$ cat src/rtl/dmem_access_ctrl.sv
`default_nettype none
// ============================================================================
//  Module      : dmem_access_ctrl
//  Description : Single-byte load/store sequencer between the control unit
//                and the 8-bit data memory. Accepts one command at a time,
//                presents address/data, raises the read or write strobe until
//                the memory acknowledges, then returns a one-cycle response
//                and (for loads) a one-cycle DMDR capture pulse.
//
//  Optional feature (compile-time macro):
//    DMEM_TIMEOUT_EN  - bounds the ACCESS phase to TIMEOUT cycles. On expiry
//                       the transaction completes with rsp_err=1 and
//                       rsp_rdata=0, and no DMDR capture. Undefined: ACCESS
//                       waits for mem_ack indefinitely and rsp_err is tied 0.
//
//  Parameters:
//    ADDR_W   memory byte-address width
//    DATA_W   memory data width
//    TIMEOUT  max ACCESS cycles without mem_ack (timeout build only)
//
//  Ports:
//    clk, RST                    clock, synchronous active-high reset
//    cmd_valid/cmd_ready         command handshake (ready only in IDLE)
//    cmd_write/cmd_addr/wdata    command: 1=store, byte address, store data
//    rsp_valid/rsp_rdata/rsp_err one-cycle completion pulse with load data
//                                (0 for stores) and timeout flag
//    dmdr_load                   one-cycle DMDR capture pulse (loads only)
//    mem_addr/mem_wdata          address and write data to data memory
//    mem_rd/mem_wr               read / write strobes (ACCESS only)
//    mem_rdata/mem_ack           read data and acknowledge from memory
//
//  Revision    : 1.0  initial release
// ============================================================================
module dmem_access_ctrl #(
    parameter int ADDR_W  = 18,
    parameter int DATA_W  = 8,
    parameter int TIMEOUT = 255
) (
    input  logic              clk,
    input  logic              RST,

    // Command interface from the control unit
    input  logic              cmd_valid,
    output logic              cmd_ready,
    input  logic              cmd_write,
    input  logic [ADDR_W-1:0] cmd_addr,
    input  logic [DATA_W-1:0] cmd_wdata,

    // Response interface back to the control unit / DMDR
    output logic              rsp_valid,
    output logic [DATA_W-1:0] rsp_rdata,
    output logic              rsp_err,
    output logic              dmdr_load,

    // Data memory interface
    output logic [ADDR_W-1:0] mem_addr,
    output logic [DATA_W-1:0] mem_wdata,
    output logic              mem_rd,
    output logic              mem_wr,
    input  logic [DATA_W-1:0] mem_rdata,
    input  logic              mem_ack
);

    // ------------------------------------------------------------------------
    // State encoding
    // ------------------------------------------------------------------------
    typedef enum logic [1:0] {
        S_IDLE   = 2'd0,
        S_SETUP  = 2'd1,
        S_ACCESS = 2'd2,
        S_DONE   = 2'd3
    } state_t;

    state_t              r_state;
    state_t              w_next_state;

    // Latched command
    logic                r_write;
    logic [ADDR_W-1:0]   r_mem_addr;
    logic [DATA_W-1:0]   r_mem_wdata;

    // Response data holds until the next completion
    logic [DATA_W-1:0]   r_rsp_rdata;

    // Event strobes from the next-state logic
    logic                w_accept;
    logic                w_ack_done;

`ifdef DMEM_TIMEOUT_EN
    // ------------------------------------------------------------------------
    // ACCESS wait counter. It counts ACCESS cycles that end without mem_ack;
    // the transaction is abandoned on the edge that would make the count
    // reach TIMEOUT, so the strobe is high for exactly TIMEOUT cycles.
    // ------------------------------------------------------------------------
    localparam int                c_CNT_W   = (TIMEOUT < 1) ? 1 : $clog2(TIMEOUT + 1);
    localparam logic [c_CNT_W-1:0] c_CNT_LAST = c_CNT_W'((TIMEOUT < 1) ? 0 : TIMEOUT - 1);

    logic [c_CNT_W-1:0]  r_wait_cnt;
    logic                r_rsp_err;
    logic                w_cnt_last;
    logic                w_timeout_hit;

    assign w_cnt_last = (r_wait_cnt == c_CNT_LAST);
    assign rsp_err    = r_rsp_err;
`else
    // Timeout disabled: the error flag can never be raised. TIMEOUT is
    // folded into a dangling signal so the parameter still has a reader.
    logic                w_unused_cfg;

    assign w_unused_cfg = (TIMEOUT == 0);
    assign rsp_err      = 1'b0;
`endif

    // ------------------------------------------------------------------------
    // State register
    // ------------------------------------------------------------------------
    always_ff @(posedge clk) begin
        if (RST) begin
            r_state <= S_IDLE;
        end else begin
            r_state <= w_next_state;
        end
    end

    // ------------------------------------------------------------------------
    // Next-state and Moore/Mealy control outputs. Strobes and pulses are
    // decoded from the state so a reset drops them in the very next cycle.
    // ------------------------------------------------------------------------
    always_comb begin
        w_next_state = r_state;
        w_accept     = 1'b0;
        w_ack_done   = 1'b0;
`ifdef DMEM_TIMEOUT_EN
        w_timeout_hit = 1'b0;
`endif
        cmd_ready    = 1'b0;
        mem_rd       = 1'b0;
        mem_wr       = 1'b0;
        rsp_valid    = 1'b0;
        dmdr_load    = 1'b0;

        case (r_state)
            S_IDLE: begin
                cmd_ready = 1'b1;
                if (cmd_valid) begin
                    w_accept     = 1'b1;
                    w_next_state = S_SETUP;
                end
            end

            // One cycle of address/data setup before the strobe rises.
            S_SETUP: begin
                w_next_state = S_ACCESS;
            end

            S_ACCESS: begin
                mem_rd = ~r_write;
                mem_wr =  r_write;
                // An acknowledge on the final allowed cycle still wins.
                if (mem_ack) begin
                    w_ack_done   = 1'b1;
                    w_next_state = S_DONE;
                end
`ifdef DMEM_TIMEOUT_EN
                else if (w_cnt_last) begin
                    w_timeout_hit = 1'b1;
                    w_next_state  = S_DONE;
                end
`endif
            end

            S_DONE: begin
                rsp_valid    = 1'b1;
                // A timed-out load has no valid byte for DMDR to capture.
                dmdr_load    = ~r_write & ~rsp_err;
                w_next_state = S_IDLE;
            end

            default: begin
                w_next_state = S_IDLE;
            end
        endcase
    end

    // ------------------------------------------------------------------------
    // Command latch and response data
    // ------------------------------------------------------------------------
    always_ff @(posedge clk) begin
        if (RST) begin
            r_write     <= 1'b0;
            r_mem_addr  <= '0;
            r_mem_wdata <= '0;
            r_rsp_rdata <= '0;
        end else begin
            if (w_accept) begin
                r_write     <= cmd_write;
                r_mem_addr  <= cmd_addr;
                r_mem_wdata <= cmd_wdata;
            end
            if (w_ack_done) begin
                r_rsp_rdata <= r_write ? '0 : mem_rdata;
            end
`ifdef DMEM_TIMEOUT_EN
            if (w_timeout_hit) begin
                r_rsp_rdata <= '0;
            end
`endif
        end
    end

`ifdef DMEM_TIMEOUT_EN
    // ------------------------------------------------------------------------
    // Wait counter and error flag
    // ------------------------------------------------------------------------
    always_ff @(posedge clk) begin
        if (RST) begin
            r_wait_cnt <= '0;
            r_rsp_err  <= 1'b0;
        end else begin
            // SETUP always precedes ACCESS, so clearing here gives a fresh
            // count on every entry to ACCESS.
            if (r_state == S_SETUP) begin
                r_wait_cnt <= '0;
            end else if ((r_state == S_ACCESS) && !mem_ack && !w_cnt_last) begin
                r_wait_cnt <= r_wait_cnt + 1'b1;
            end

            if (w_accept) begin
                r_rsp_err <= 1'b0;
            end else if (w_timeout_hit) begin
                r_rsp_err <= 1'b1;
            end
        end
    end
`endif

    assign mem_addr  = r_mem_addr;
    assign mem_wdata = r_mem_wdata;
    assign rsp_rdata = r_rsp_rdata;

endmodule
`default_nettype wire

$ cat config.mk
export PLATFORM = sky130hd
export DESIGN_NAME = dmem_access_ctrl
export DESIGN_NICKNAME = d
export VERILOG_FILES = /design/src/rtl/dmem_access_ctrl.sv
export SDC_FILE = /design/constraint.sdc
export NUM_CORES = 1
export LEC_CHECK = 0
export BUFFER_PORTS_ARGS = -buffer_cell sky130_fd_sc_hd__clkbuf_2
export CAP_MARGIN = 20
export CORE_MARGIN = 1
export CORE_UTILIZATION = 35
export CTS_CLUSTER_DIAMETER = 40
export DETAILED_ROUTE_END_ITERATION = 6
export HOLD_SLACK_MARGIN = 0.1
export PLACE_DENSITY_LB_ADDON = 0.2
export SYNTH_ARGS = -nofsm -noshare
export SYNTH_HDL_FRONTEND = slang
export SYNTH_SLANG_ARGS = --single-unit
export TNS_END_PERCENT = 20
$ cat constraint.sdc
create_clock -name clk -period 1.45 [get_ports clk]
set_input_delay 0.29 -clock clk [delete_from_list [all_inputs] [get_ports clk]]
set_output_delay 0.29 -clock clk [all_outputs]
set_load 0.01 [all_outputs]
Word level (Yosys, flattened, before mapping)
Index checks and enable logic that the tools add are counted.

Output and inout bits: 40. Flip-flop bits (word level): 37. Input bits: 39. Word-level logic and storage cells: 26.

Bitwise gates (word level): 1. Mux-type cells: 13. Eq/ne operators: 5. Reductions and logical operators: 2.

Operators by type and width (number): $mux 1 (9); $mux 8 (1); $pmux 2 s4 (1); $eq 2x2->1 const B (2); $mux 2 (2); $ne 2x2->1 const B (2); $eq 2x1->1 const B (1); $logic_not 2->1 (1); $reduce_and 2->1 (1); $not 1->1 (1).

Logic depth before layout (Yosys ltp)
Depth in word-level cells: 3. Depth in mapped cells: 7. Gate-level depth less buffers: 5.

Worst setup path after synthesis
No wires, ideal clock.

Kind: flip-flop to flip-flop. Start point: register r_state[0]. End point: register r_state[0]. Cell stages (with the launch flop): 6. Setup slack: 111 ps. Data arrival time: 1223 ps. Data required time: 1334 ps. Clock period less this slack: 1339 ps. Library setup time: 116 ps. Path buffers: 0. Cells stage by stage: dfxtp_1 inv_1 ha_1 nor2b_1 or3_1 o211a_1.

Cells in the longest elaborated chain, start to end: 3. Elaborated cells between the ends (all ways): 8. Those cells by class: eq/ne (5); mux (1); reduce/logical (2).

RTL lines: start, declared (RTL line 74) `state_t r_state;`; start signal, assigned (RTL line 121) `r_state <= w_next_state;`; $eq 2x2->1 or $logic_not 2->1 (tied branches) (RTL line 142) `case (r_state)`; $ne 2x2->1 (no source line); $reduce_and 2->1 (no source line).

Several ways; a longest one is shown, not always the timed one. A chain may end at the register's enable or synchronous reset.

Worst setup path in the final report
Start point: register r_state[0]. End point: output mem_wr.

Cells in the longest elaborated chain, start to end: 2.

RTL lines: $eq 2x2->1 (RTL line 142); $mux 1 (RTL line 142); end, declared (RTL line 59) `output logic mem_wr,`.

No other way between the ends.

==> reports/summary.txt <==
Number of port buffers: 77
Met1 global-route usage: 18.67%
Total DRC errors in the routed layout: 0
Dominant cell by count in the synthesized netlist: sky130_fd_sc_hd__nand2_1
DR vias: 1412
Final total power: 3.163 mW
Clock-pin transition on the worst setup and hold timing paths: 70 ps
Final core utilization: 51.29%
Type of the worst min-delay path: in -> reg
Ports placed on the boundary: 79
Clock buffers created by TritonCTS: 5
Area of the die: 4703 µm²
Footprint of the flip-flops and latches: 747.0 µm²
Reg2Reg Depth: 5
GRT Overall Usage: 15.50%
Proportion of power drawn by the clock network: 22.4%
Switching power: 1.082 mW
Avg Inst Size Synth: 8.765 µm²
Maximum ir drop on the vdd rail: 523.7 µV
Leading post-synthesis cells by cell area: sky130_fd_sc_hd__dfxtp_1 48%, sky130_fd_sc_hd__nand2_1 13%, sky130_fd_sc_hd__a21oi_2 7.9%
Global routing met2 resource utilization: 24.26%
Ranking of synthesized cells by instance count: 55 x sky130_fd_sc_hd__nand2_1, 37 x sky130_fd_sc_hd__dfxtp_1, 22 x sky130_fd_sc_hd__a21oi_1
Worst setup SP type: flop
Reg power frac: 42.2%
Initial core utilization: 37.70%
Count of flip-flops with a built-in enable after synthesis: 0
Number of failing setup endpoints in the final timing report: 0
Total area of multi-input combinational cells: 716.9 µm²
Leakage: 0.9503 nW
Worst endpoint data arrival time: 1130 ps
Grt met3 use: 5.428%
Routed length per instance: 11.37 µm
Number of unique standard cell types used by synthesis: 20
Gp weighted congestion: 0.7789
Instance area at placement: 1971 µm²
Fill count: 414
CTS hold repair buffers: 0
Power density over the cells: 1498 nW/µm²
Post-DP HPWL: 2.461 mm
Buffer depth of the longest clock path: 2
Wire length of the first global-routing pass: 5.299 mm
Maximum number of pins on one net before global-route repair: 28
Total placed cells including tap cells: 296
Crit path required time: 1160 ps
Number of clock sinks: 37
Crit-path max FO: 6
Residual antenna-violating net count after detailed routing: 0
Std cell rows: 23
Setup repair after global routing missed its margin: yes
1st-iter DRT viols: 54
Diodes inserted: 0
Share of the cycle needed by the critical path after routing: 98.10%
Primary FF master, synth: sky130_fd_sc_hd__dfxtp_1
Share of the synthesized area in the top cell type: 47.74%
Number of cells on the worst hold path: 3
Growth of design area from synthesis to finish: 36.05%
Die Span X: 68.58 µm
Power share of the combinational group: 35.4%
Count of pins over their slew limit: 0
Total number of H-tree levels: 2
TritonCTS clock tree: done
Post-route standard cell area excluding fillers: 2111 µm²
Net count after synthesis: 220
CORE AREA: 4115 µm²
Via count of the first global-routing pass: 1239
Reported max-cap violation count: 0
Final period demand of the worst path: 1422 ps
Worst-case hold slack: 219.3 ps
Mapped cell area: 1551 µm²
Critical path class: reg -> out
Overflow after GRT: 0
Non-filler instance count after layout: 304
Seq/Total Area, Yosys: 47.74%
Via-to-Cell Ratio: 4.645
Switching share of power: 34.20%
Max Fclk: 703.0 MHz
Sum of routed wire length over all layers: 3.456 mm
Worst clock skew on the final layout: 2.619 ps
Global routing's busiest layer: met2
Final hold viol count: 0
Synthesized instance count: 177
Clock latency on the worst-skew pair: 280 ps
YS warnings: 0
Int Power: 2.081 mW
Clk root buf: sky130_fd_sc_hd__clkbuf_8
Proportion of synthesized flip-flops having asynchronous set or reset: 0%
Number of iterations in the first detailed-routing pass: 4
Status: finished clean
Antenna violations before repair: 0
Net count of the finished layout: 297
Post-synthesis cell type with the largest combined area: sky130_fd_sc_hd__dfxtp_1
Die Height: 68.58 µm
Fraction of layout cells with a size suffix above 1: 48.43%
Register bit count reported by yosys: 37
Type of destination of the critical path: output port
state kept, by name (all words and copies together) (netlist names):
name       flops
mem_addr      18
rsp_rdata      8
mem_wdata      8
r_write        1
r_state        2
path summary, 6_finish.rpt:
| path | startpoint | end | slack (ps) |
|---|---|---|---|
| setup / recovery | r_state[0] | mem_wr | 30 |
| hold / removal | cmd_write | r_write | 220 |
| setup reg to reg | r_state[1] | mem_addr[5] | 100 |
| hold reg to reg | rsp_rdata[5] | rsp_rdata[5] | 450 |
metal layers:
layer	wire (µm)	share of wire, %	up-vias
met5	0	0	-
met4	66	1.9	0
met1	1587	46	630
met2	1530	44	48
li1	-	-	726
met3	272	7.9	8
final cells by class:
class	count	share of cell area, %
inverter	4	0.8299
tap	50	2.964
multi-input combinational	123	33.97
sequential	37	35.39
clock buffer	7	4.090
timing repair buffer	83	22.76
power by group through the flow:
stage	clock network, mW	registers (mW)	logic, mW
floorplan	0	1.39	0.706
global placement	0	1.33	1.07
detailed placement	0	1.33	1.07
CTS	0.745	1.32	1.09
global route	0.781	1.36	1.25
finish	0.709	1.34	1.12
critical path, stage by stage (launching register included):
cell and delay, ps:
sky130_fd_sc_hd__dfxtp_2 360, sky130_fd_sc_hd__inv_4 50, sky130_fd_sc_hd__ha_4 170, sky130_fd_sc_hd__and2_4 150, sky130_fd_sc_hd__buf_6 110
per-stage QoR:
stage	setup TNS [ps]	setup WS (ps)
CTS	-15.78	-13.61
global placement	0	100.3
finish	0	27.52
global route	-19.47	-8.882
detailed placement	0	77.26
floorplan	0	110.9
cells in the final DEF (no fill, tap or decap), types with 2 or more instances in the layout:
cell and instances:
sky130_fd_sc_hd__inv_1 3, sky130_fd_sc_hd__buf_4 3, sky130_fd_sc_hd__a21oi_1 22, sky130_fd_sc_hd__and2_4 2, sky130_fd_sc_hd__a21oi_2 14, sky130_fd_sc_hd__nand2_2 11, sky130_fd_sc_hd__clkbuf_2 75, sky130_fd_sc_hd__nand2_1 55
sky130_fd_sc_hd__buf_6 2, sky130_fd_sc_hd__ha_1 2, sky130_fd_sc_hd__buf_12 3, sky130_fd_sc_hd__dfxtp_2 2, sky130_fd_sc_hd__nand4b_1 8, sky130_fd_sc_hd__nor2b_1 2, sky130_fd_sc_hd__dfxtp_1 34, sky130_fd_sc_hd__clkbuf_8 6
logic make-up after synthesis:
family          count (synthesis)  share of synthesized area, %
simple gates                   80                         24.84
compound gates                 37                         15.65
fa+ha+maj                       4                         3.226
mux                             1                        0.6452
other cells                     1                        0.2417
flops                          37                         47.74
buf+inv                        17                         7.661
what timing repair did:
item | CTS | global route
setup endpoints to repair | 2 | 11
cloned | 0 | 0
endpoints found under the hold margin | 0 | 0
resized for setup | 5 | 10
buffers inserted | 0 | 1
pin swaps | 0 | 2
Power figures use the tool's default switching activity.
